--- src/rtl/uart_pkg.sv ---
// Shared UART constants and a small elaboration-time helper.
package uart_pkg;

   localparam int UART_WIDTH       = 8;
   localparam int RX_FIFO_DEPTH    = 16;
   localparam int RX_FIFO_AF_LEVEL = 12;

   // Smallest r such that 2**r >= value (value >= 1).
   function automatic int log2_ceil(input int value);
      int result;
      result = 0;
      for (int i = 0; i < 31; i++) begin
         if ((32'sd1 <<< i) < value) begin
            result = i + 1;
         end
      end
      return result;
   endfunction

endpackage

--- src/rtl/uart_fifo_mem.sv ---
// Simple dual-port RAM: synchronous write, synchronous registered read.
// The read register is reset so the FIFO data output starts at zero and holds
// its value until the next read enable; the array itself is never cleared.
module uart_fifo_mem
   import uart_pkg::*;
#(
   parameter int WIDTH = UART_WIDTH,
   parameter int DEPTH = RX_FIFO_DEPTH
) (
   input  logic                          clk,
   input  logic                          rst,
   input  logic                          we,
   input  logic [log2_ceil(DEPTH)-1:0]   waddr,
   input  logic [WIDTH-1:0]              wdata,
   input  logic                          re,
   input  logic [log2_ceil(DEPTH)-1:0]   raddr,
   output logic [WIDTH-1:0]              rdata
);

   logic [WIDTH-1:0] mem_r [DEPTH];
   logic [WIDTH-1:0] rdata_r;

   // Storage array write port; contents survive reset.
   always_ff @(posedge clk) begin
      if (we) begin
         mem_r[waddr] <= wdata;
      end
   end

   // Registered read port; old data is returned on a same-address write.
   always_ff @(posedge clk) begin
      if (rst) begin
         rdata_r <= {WIDTH{1'b0}};
      end else if (re) begin
         rdata_r <= mem_r[raddr];
      end
   end

   assign rdata = rdata_r;

endmodule

--- src/rtl/uart_rx_fifo.sv ---
// Receive byte FIFO between the UART RX FSM and the host read port.
// Pointer/counter control with level, almost-full and sticky error status.
module uart_rx_fifo
   import uart_pkg::*;
#(
   parameter int WIDTH    = UART_WIDTH,
   parameter int DEPTH    = RX_FIFO_DEPTH,
   parameter int AF_LEVEL = RX_FIFO_AF_LEVEL
) (
   input  logic                        clk,
   input  logic                        rst,
   input  logic                        fifo_we_i,
   input  logic [WIDTH-1:0]            din,
   input  logic                        rd_en,
   input  logic                        clr_err,
   output logic [WIDTH-1:0]            dout,
   output logic                        dout_valid,
   output logic                        empty,
   output logic                        full,
   output logic                        almost_full,
   output logic [log2_ceil(DEPTH):0]   count,
   output logic                        overflow,
   output logic                        underflow
);

   localparam int PTR_W = log2_ceil(DEPTH);
   localparam int CNT_W = PTR_W + 1;

   logic [PTR_W-1:0] wr_ptr_r;
   logic [PTR_W-1:0] rd_ptr_r;
   logic [CNT_W-1:0] count_r;
   logic [CNT_W-1:0] count_nxt_s;
   logic             dout_valid_r;
   logic             overflow_r;
   logic             underflow_r;
   logic             overflow_nxt_s;
   logic             underflow_nxt_s;
   logic             empty_s;
   logic             full_s;
   logic             wa_s;
   logic             ra_s;

   assign empty_s = (count_r == {CNT_W{1'b0}});
   assign full_s  = (count_r == CNT_W'(DEPTH));

   // A full FIFO still takes a write when a read frees a slot in the same cycle.
   assign ra_s = rd_en & ~empty_s;
   assign wa_s = fifo_we_i & (~full_s | ra_s);

   uart_fifo_mem #(
      .WIDTH (WIDTH),
      .DEPTH (DEPTH)
   ) u_mem (
      .clk   (clk),
      .rst   (rst),
      .we    (wa_s),
      .waddr (wr_ptr_r),
      .wdata (din),
      .re    (ra_s),
      .raddr (rd_ptr_r),
      .rdata (dout)
   );

   // Next occupancy from accepted write/read.
   always_comb begin
      count_nxt_s = count_r;
      case ({wa_s, ra_s})
         2'b10:   count_nxt_s = count_r + CNT_W'(1);
         2'b01:   count_nxt_s = count_r - CNT_W'(1);
         default: count_nxt_s = count_r;
      endcase
   end

   // Sticky error flags: a new event wins over a clear in the same cycle.
   always_comb begin
      overflow_nxt_s  = overflow_r;
      underflow_nxt_s = underflow_r;
      if (fifo_we_i && full_s && !ra_s) begin
         overflow_nxt_s = 1'b1;
      end else if (clr_err) begin
         overflow_nxt_s = 1'b0;
      end else begin
         overflow_nxt_s = overflow_r;
      end
      if (rd_en && empty_s) begin
         underflow_nxt_s = 1'b1;
      end else if (clr_err) begin
         underflow_nxt_s = 1'b0;
      end else begin
         underflow_nxt_s = underflow_r;
      end
   end

   // Pointer, count, read-valid pulse and flag registers.
   always_ff @(posedge clk) begin
      if (rst) begin
         wr_ptr_r     <= {PTR_W{1'b0}};
         rd_ptr_r     <= {PTR_W{1'b0}};
         count_r      <= {CNT_W{1'b0}};
         dout_valid_r <= 1'b0;
         overflow_r   <= 1'b0;
         underflow_r  <= 1'b0;
      end else begin
         if (wa_s) begin
            wr_ptr_r <= wr_ptr_r + PTR_W'(1);
         end
         if (ra_s) begin
            rd_ptr_r <= rd_ptr_r + PTR_W'(1);
         end
         count_r      <= count_nxt_s;
         dout_valid_r <= ra_s;
         overflow_r   <= overflow_nxt_s;
         underflow_r  <= underflow_nxt_s;
      end
   end

   assign count       = count_r;
   assign empty       = empty_s;
   assign full        = full_s;
   assign almost_full = (count_r >= CNT_W'(AF_LEVEL));
   assign dout_valid  = dout_valid_r;
   assign overflow    = overflow_r;
   assign underflow   = underflow_r;

endmodule

--- config.mk ---
export PLATFORM = sky130hd
export DESIGN_NAME = uart_rx_fifo
export DESIGN_NICKNAME = d
export VERILOG_FILES = /design/src/rtl/uart_pkg.sv /design/src/rtl/uart_fifo_mem.sv /design/src/rtl/uart_rx_fifo.sv
export SDC_FILE = /design/constraint.sdc
export NUM_CORES = 1
export LEC_CHECK = 0
export ABC_AREA = 1
export BUFFER_PORTS_ARGS = -buffer_cell sky130_fd_sc_hd__buf_2
export CAP_MARGIN = 5
export CORE_MARGIN = 2
export CORE_UTILIZATION = 65
export CTS_CLUSTER_DIAMETER = 120
export CTS_CLUSTER_SIZE = 25
export DETAILED_ROUTE_END_ITERATION = 16
export HOLD_SLACK_MARGIN = 0.1
export PLACE_DENSITY_LB_ADDON = 0.05
export SLEW_MARGIN = 10
export SYNTH_ARGS = -nofsm -noshare
export SYNTH_HDL_FRONTEND = slang
export SYNTH_SLANG_ARGS = --single-unit
--- constraint.sdc ---
create_clock -name clk -period 5.07 [get_ports clk]
set_input_delay 0.507 -clock clk [delete_from_list [all_inputs] [get_ports clk]]
set_output_delay 0.507 -clock clk [all_outputs]
set_load 0.02 [all_outputs]
# Yosys cells after proc, flatten, opt, wreduce, memory -nomap -nowiden
# Memory sizes are Yosys's and may differ from the RTL's. A register that Yosys moved wholly into a read port is not among the register bits.
# Cells that the tools add are included.
dict set report op_classes {
  n_bitwise 5
  order_cmp 1
  reduce_logical 8
  mux 6
  add_sub_neg 4
  eq_ne 3
}
# cell count
set ops {}
lappend ops {{5-bit case mux with 2 select lines} 1}
lappend ops {{4-bit by 1-bit adder with 4-bit output (second input constant)} 2}
lappend ops {{2-bit nonzero test} 3}
lappend ops {{5-bit by 1-bit adder with 5-bit output (second input constant)} 1}
lappend ops {{5-bit equality test (second input constant)} 1}
lappend ops {{5-bit by 4-bit greater-or-equal comparator with 1-bit output (second input constant)} 1}
lappend ops {{5-bit logical NOT} 1}
lappend ops {{1-bit two-way mux} 5}
lappend ops {{5-bit by 1-bit subtractor with 5-bit output (second input constant)} 1}
lappend ops {{1-bit logical AND} 3}
lappend ops {{1-bit AND} 2}
lappend ops {{2-bit by 1-bit equality test with 1-bit output (second input constant)} 1}
lappend ops {{2-bit equality test (second input constant)} 1}
lappend ops {{1-bit NOT} 2}
lappend ops {{1-bit logical NOT} 1}
lappend ops {{1-bit bitwise OR} 1}
dict set report totals {
  inputBits 13
  n_memories 1
  ram_bits 128
  output_inout_bits 19
  reg_bits 16
  elab_cells 34
}
# memory words word_bits rd rd_ports_with_merged_regs write_ports line_no
set mem_list {}
lappend mem_list {u_mem.mem_r 16 8 1 1 1 uart_fifo_mem.sv:20} ;# logic [WIDTH-1:0] mem_r [DEPTH];

# Longest topological paths before layout
# Gate-level depths: netlist (run 1).
dict set report depth {
  word_depth 7
  depth_mapped 14
  depth_no_buf 14
}

# Hierarchy
# Synthesis (run 1) repeated with hierarchy kept, for this count alone.
dict set report unflattened {
  hier_cells 611
  hier_area_um2 6477.5
}
# mod cells_each n_inst seq_area_each_um2 area_each_um2
set modules_own_cells {}
lappend modules_own_cells {uart_fifo_mem 490 1 4003.8 5577.8}
lappend modules_own_cells {uart_rx_fifo 121 1 320.3 899.6}

# Worst setup path after synthesis (run 1)
# OpenSTA, ideal clock, no wires.
dict set report synth_path {
  path_kind {register to register}
  from {register count_r[0], in the netlist count[0]}
  to {memory u_mem.mem_r[0][0] (netlist name) (enable)}
  setup_time_ns 0.370
  arrival_ns 1.511
  period_less_slack_ns 1.881
  stages_incl_launch_ff 7
  setup_slack_ns 3.189
  path_buffers 0
  path_cell_list {dfxtp_1 > nor2_2 > nand2_1 > nor2_4 > a21oi_4 > nand2_1 > nor2_1}
}
dict set report synth_via {
  elab_cells_between_ends 9
}
# element line_no
set synth_lines {}
lappend synth_lines {{start, declared} uart_rx_fifo.sv:31} ;# logic [CNT_W-1:0] count_r;
lappend synth_lines {{start signal, assigned} uart_rx_fifo.sv:99} ;# count_r <= {CNT_W{1'b0}};
lappend synth_lines {{start signal, assigned} uart_rx_fifo.sv:110} ;# count_r <= count_nxt_s;
lappend synth_lines {{5-bit equality test} uart_rx_fifo.sv:44} ;# assign full_s = (count_r == CNT_W'(DEPTH));
lappend synth_lines {{named net full} uart_rx_fifo.sv:19} ;# output logic full,
lappend synth_lines {{1-bit NOT} uart_rx_fifo.sv:48} ;# assign wa_s = fifo_we_i & (~full_s | ra_s);
lappend synth_lines {{1-bit bitwise OR} uart_rx_fifo.sv:48}
lappend synth_lines {{1-bit AND} uart_rx_fifo.sv:48}
lappend synth_lines {{1-bit two-way mux} uart_fifo_mem.sv:25} ;# if (we) begin
lappend synth_lines {{1-bit two-way mux (implied by the code)} uart_fifo_mem.sv:26} ;# mem_r[waddr] <= wdata;
lappend synth_lines {{end, declared} uart_fifo_mem.sv:20}
# The timed path passes the listed nets, and every way through them passes these cells.

# Final worst setup path (run 1)
dict set report layout_path {
  from {register count_r[0], in the netlist count[0]}
  to {memory u_mem.mem_r[6][3] (netlist name) (enable)}
}
dict set report layout_via {
  elab_chain_len 7
  elab_cells_between_ends 9
}
# element line_no
set layout_lines {}
lappend layout_lines {{5-bit logical NOT} uart_rx_fifo.sv:43} ;# assign empty_s = (count_r == {CNT_W{1'b0}});
lappend layout_lines {{1-bit NOT} uart_rx_fifo.sv:47} ;# assign ra_s = rd_en & ~empty_s;
lappend layout_lines {{1-bit AND} uart_rx_fifo.sv:47}
lappend layout_lines {{1-bit bitwise OR *} uart_rx_fifo.sv:48}
lappend layout_lines {{1-bit AND *} uart_rx_fifo.sv:48}
lappend layout_lines {{1-bit two-way mux *} uart_fifo_mem.sv:25}
lappend layout_lines {{1-bit two-way mux (implied by the code) *} uart_fifo_mem.sv:26}
# Every way passes the cells marked *; elsewhere a longest branch is shown, timed or not.

==> results.toml, run 1 <==
[clocking]
cts_resized = 0
post_cts_buffers = 0
clkSlewWorstSetupHoldPaths_ns = 0.06
clock-sinks = 152
clockBufferDepth = 2
cts_root_buf = "clkbuf_8"
htreeDepth = 4
numCtsBuffers = 17
hold_buffers = 0
worstSkewPairLatency_ns = 0.53
cts_tree = "done"

[route]
drtPass1Iterations = 5
ant_nets = 0
viasPerCell = 6.076
wl_per_cell_um = 19.36
drt_iter0_drc = 412
vias = 4235
wl_mm = 13.49
post-route-drc-count = 0

[timing]
fin_ws_ns = 2.880
relSlewSlack_pct = 27.74
worst_slew_pin_slew_ns = 1.082
grt_setup_unrepaired = "no"
setup_viol = 0
setup-tns-final_ns = 0
hold_viol = 0
fin_skew_ns = 0.01008
fin_hold_ws_ns = 0.2480
slew_violations = 0
max_clock_freq_mhz = 456.7
post-route-period-util_pct = 43.19
layout_min_cycle_time_ns = 2.190

[floorplan]
io_pins = 32
start_util_pct = 67.21
fp.dieArea_um2 = 10400
die_h_um = 102.0
row_count = 35
die_w_um = 102.0
core-area_um2 = 9284

[job]
maxCapViolCount = 0

[synth]
yosys.area.top_type = "edfxtp_1"
syn-num-nets = 549
seq_area_frac_synth_pct = 69.30
synth_async_sr_flop_share_pct = 0
avgSynthCellArea_um2 = 11.77
synth_area_leaders = "edfxtp_1 62%, dfxtp_1 7.7%, nor2_1 6.3%"
ys_dominant_reg_cell = "edfxtp_1"
syn_inst = 530
synth_cell_type_count = 30
synth.ff_latch_count = 152
synth_top_area_share_pct = 61.60
synthesis.yosys.warnings = 0
synth_most_common_cell = "edfxtp_1"
synth.top_cells.by_count = "128 x edfxtp_1, 104 x nor2_1, 60 x o21ai_0, 32 x nand2_1, 27 x inv_1"
syn_area_um2 = 6240
synth_edf_count = 128

[place]
io_buffers = 31
hpwl_mm = 7.914
placed_area_um2 = 6456
place_congestion = 0.8723
place_ws_ns = 2.844

[worst_hold_path]
hp-class = "in2reg"

[power]
power.density_nw_per_um2 = 475.3
peakVddDrop_mv = 0.2413
p_total_mw = 3.352
power.leakage_nw = 2.509

[worst_setup_path]
cp_data_required_time_ns = 5.22
critPathKind = "reg2reg"
worstPathMaxFanout = 8
cp-start-kind = "flip-flop"
critPathCaptureType = "flip-flop"
cp.arrival_ns = 2.34

[grt]
first_global_vias = 3869
grt_first_pass_wirelength_mm = 20.87
antenna_found_initial = 0
overflow = 0
grt_max_degree = 67
grtUsageTotal_pct = 28.00

[cells_and_area]
num_antenna_cells = 0
finalNetCount = 575
synthToLayoutAreaGrowth_pct = 13.01
design_area_um2 = 7052
drive_above_1_share_pct = 15.32

[status]
status = "finished, final reports clean"
[layer usage]
metal / track usage (%) / wire length (um)
met1: 39.45 / 5615
met2: 43.42 / 6455
met3: 7.592 / 1171
met4: 8.718 / 252
met5: 0 / 0
[cell type report]
class,count,area [um^2]
clock buffer,19,421.7
fill,629,2232
clock inverter,12,173.9
sequential,152,4325
inverter,36,135.1
multi-input combinational,315,1657
tap,129,161.4
timing repair buffer,34,177.7
[cells by family (layout without fill, tap and decap cells)]
family	count (synthesis)	in the layout	share of synthesized area (%)
adders and majority gates	6	6	1.203
buffers and inverters	63	101	4.151
DFF	152	152	69.30
xor gates and xnor gates	2	2	0.2808
and+or+nand+nor	171	171	11.79
AOI/OAI and AO/OA	136	136	13.27
[placed cells by master, fill, tap and decap left out, drive strengths merged, types with 4 or more instances in the layout]
| master | n |
|---|---|
| a21oi | 12 |
| clkbuf | 19 |
| nand3 | 21 |
| dfxtp | 24 |
| clkinv | 4 |
| bufinv | 4 |
| ha | 6 |
| o22ai | 14 |
| buf | 34 |
| o211ai | 15 |
| nor2 | 108 |
| o221ai | 18 |
| nand2 | 38 |
| inv | 37 |
| o21ai | 75 |
| nand4 | 4 |
| edfxtp | 128 |
[state kept, by name (all words and copies together) (netlist names)]
name,flops
dout_valid,1
underflow,1
rd_ptr_r,4
count,5
u_mem.mem_r,128
u_mem.rdata,8
overflow,1
wr_ptr_r,4
[power breakdown]
part / switching [mW] / total (mW) / internal [mW]
clock network: 0.477 / 1.27 / 0.796
logic: 0.459 / 0.639 / 0.179
registers: 0.0316 / 1.44 / 1.41
[metrics by stage]
stage / utilization [%] / instances
detailed placement: 69.54 / 666
CTS: 75.96 / 697
global route: 75.96 / 697
floorplan: - / 530
finish: 75.96 / 697
global placement: 69.54 / 666
[critical path, cell delays in order, from the launching register on]
cell     delay (ns)
dfxtp_1        0.45
nor2_2         0.09
nand2_1        0.12
nor2_4         0.05
a21oi_4        0.25
nand2_1        0.20
nor2_1         0.64
[final timing paths]
| kind | from | to | slack, ns | depth (start not counted) |
|---|---|---|---|---|
| worst min register to register | underflow | underflow | 0.46 | 2 |
| worst max register to register | count[0] | u_mem.mem_r[6][3] | 2.88 | 6 |
| worst max-delay path | count[0] | u_mem.mem_r[6][3] | 2.88 | 6 |
| worst min-delay path | clr_err | underflow | 0.25 | 4 |
Note: power is estimated with default switching activity, not from simulation.
==> run 2, diff against run 1 <==
Settings changed: ABC_AREA 1 to 0, CORE_UTILIZATION 65 to 60.
Clock period 5.07 ns to 2.2 ns, I/O delays scaled along.
==> run 2 against run 1 <==
Effect of this change: worst setup slack got worse by 2.8 ns; critical path depth increased by 2; non-clock buffer count increased by 20; synthesized cell count decreased by 28%; clock power increased by 130%; flip-flop and latch count unchanged; critical path type unchanged; cell area increased by 2.5%; register-to-register slack got worse by 2.8 ns; first-iteration DRC count decreased by 27%; power increased by 140%.
==> results.toml, run 2 <==
[timing]
worst_slew_pin_slew_ns = 0.7249
fin_skew_ns = 0.006702
grt_setup_unrepaired = "yes"
max_clock_freq_mhz = 469.6
setup-tns-final_ns = 0
relSlewSlack_pct = 51.50
layout_min_cycle_time_ns = 2.129
hold_viol = 0
setup_viol = 0
post-route-period-util_pct = 96.79
slew_violations = 0

[power]
switching_share_pct = 26.37
p_total_mw = 7.933
p_comb_share_pct = 19.9
p_seq_share_pct = 42.6
peakVddDrop_mv = 0.6112
power.switching_mw = 2.092
pwr-share-clk_pct = 37.6
power.leakage_nw = 2.394
power.density_nw_per_um2 = 1098
p_int_mw = 5.841

[cells_and_area]
final_cell_mix = "128 x edfxtp_1, 35 x mux2i_1, 33 x nor2_1"
final_common_cell = "edfxtp_1"
num_antenna_cells = 0
layout.cells.non_filler = 577
top_register = "u_mem.mem_r"
synthToLayoutAreaGrowth_pct = 17.55
drive_above_1_share_pct = 26.58
finalNetCount = 450
largest_reg_flops = 128

[synth]
synth_area_leaders = "edfxtp_1 63%, dfxtp_1 7.8%, mux4_2 5.9%"
synthesis.yosys.warnings = 0
seq_area_frac_synth_pct = 70.34
yosys.area.top_type = "edfxtp_1"
ys_dominant_reg_cell = "edfxtp_1"
synth_cell_type_count = 44
syn_area_um2 = 6147
synth_edf_count = 128
synth.top_cells.by_count = "128 x edfxtp_1, 35 x mux2i_1, 33 x nor2_1, 24 x dfxtp_1, 18 x nand2_1"
synth.ff_latch_count = 152
avgSynthCellArea_um2 = 16.09
syn_inst = 382
syn-num-nets = 401
synth_async_sr_flop_share_pct = 0
synth_most_common_cell = "edfxtp_1"
synth_top_area_share_pct = 62.53

[clocking]
cts_tree = "done"
htreeDepth = 4
cts_root_buf = "clkbuf_8"
clkSlewWorstSetupHoldPaths_ns = 0.06
clock-sinks = 152
worstSkewPairLatency_ns = 0.51
clockBufferDepth = 2
numCtsBuffers = 17

[floorplan]
die_w_um = 105.2
core-area_um2 = 9864
die_h_um = 105.2
fp.dieArea_um2 = 11070
row_count = 36
start_util_pct = 62.32
io_pins = 32

[place]
place_congestion = 0.9052
dp.cells = 539
io_buffers = 31
hpwl_mm = 7.973

[grt]
use_met2_pct = 37.42
grt_max_degree = 46
first_global_vias = 3421
grt_first_pass_wirelength_mm = 19.51
grtUsageTotal_pct = 24.26
grt_util_met3_pct = 6.741
antenna_found_initial = 0
met1_usage_pct = 34.51
busiest_layer = "met2"
overflow = 0

[worst_setup_path]
r2r_cells = 8
cp-start-kind = "flip-flop"
cp_data_required_time_ns = 2.61
worstPathMaxFanout = 2
critPathKind = "reg2reg"
critPathCaptureType = "flip-flop"
cp.arrival_ns = 2.54

[worst_hold_path]
hp-class = "in2reg"
hold_depth = 1

[route]
wl_mm = 12.35
drtPass1Iterations = 7
drt_iter0_drc = 301
wl_per_cell_um = 21.41
viasPerCell = 6.007
ant_nets = 0
vias = 3466
post-route-drc-count = 0

[status]
status = "finished, final reports clean"

[job]
maxCapViolCount = 0
==> run 2: cell count changes after synthesis, moves of 8 or more <==
cell and delta:
nand2_1 -14, o21ai_0 -58, mux2i_1 +35, o221ai_1 -18, nand3_1 -14, o211ai_1 -13, inv_2 -8, mux4_2 +16
a311oi_1 +8, a211oi_1 +8, nor2_1 -71, inv_1 -22, o21ai_1 -15
==> run 2: path summary, 6_finish.rpt <==
| check | start | end | slack (ns) |
|---|---|---|---|
| worst max-delay path | count[0] | count[4] | 0.07 |
| worst min-delay path | din[0] | u_mem.mem_r[7][0] | 0.12 |
| worst max register to register | count[0] | count[4] | 0.07 |
| worst min register to register | u_mem.rdata[7] | u_mem.rdata[7] | 0.49 |
==> run 2: power groups by stage <==
stage | Clock [mW] | Combinational, mW | Sequential, mW
floorplan | 0 | 0.917 | 3.58
global placement | 0 | 1.50 | 3.43
detailed placement | 0 | 1.52 | 3.44
CTS | 3.00 | 1.53 | 3.38
global route | 3.16 | 1.71 | 3.39
finish | 2.98 | 1.58 | 3.38
==> run 2: repair_timing <==
action / 4_1_cts / 5_1_grt
pin swaps: 1 / 2
buffers inserted: 0 / 2
hold endpoints to repair: 21 / 0
endpoints found under the setup margin: 1 / 7
hold buffers: 4 / 0
resized for setup: 1 / 3
==> run 2: worst max-delay path, cell delays in order (launching register included) <==
cell and delay (ns):
dfxtp_2 0.32, or4_4 0.54, o21ai_4 0.15, o21ai_2 0.07, ha_2 0.18, nor4_2 0.15
o211ai_1 0.15, a22oi_2 0.16, mux2_4 0.31
==> run 2: logic make-up (layout without fill, tap and decap cells) <==
family          count (synthesis)  count (layout)  share of synthesized area [%]
mux                            54              54                          12.17
xor+xnor                        5               5                         0.7125
flops                         152             152                          70.34
compound gates                 53              53                          6.758
buf+inv                        29              91                          2.239
fa+ha+maj                       6               6                          1.221
simple gates                   83              83                          6.554
==> run 2: final cells by class <==
| cell class | instances | area [um^2] |
|---|---|---|
| flip-flops and latches | 152 | 4329 |
| fillers | 621 | 2639 |
| multi-input cells | 201 | 1730 |
| clock buffers | 21 | 449.2 |
| repair buffers | 54 | 362.8 |
| clock inverters | 11 | 168.9 |
| well taps | 133 | 166.4 |
| inverters | 5 | 18.77 |
==> run 2: routing by layer <==
layer  vias to the layer above  routed length [um]
li1                       1593                   -
met1                      1713                5496
met2                       133                5826
met3                        27                 742
met4                         0                 287
met5                         -                   0
==> run 2: per-stage QoR <==
step / utilization (%) / worst slack, ns / hold slack, ns / instance area [um^2]
5_1_grt: 73.25 / -0.006414 / 0.1129 / 7226
2_1_floorplan: - / -0.2265 / 0.3189 / 6181
6_report: 73.25 / 0.07054 / 0.1191 / 7226
3_5_place_dp: 66.21 / -0.01063 / 0.4878 / 6531
4_1_cts: 72.95 / 0.04262 / 0.1102 / 7196
3_3_place_gp: 66.21 / 0.03019 / 0.4836 / 6531
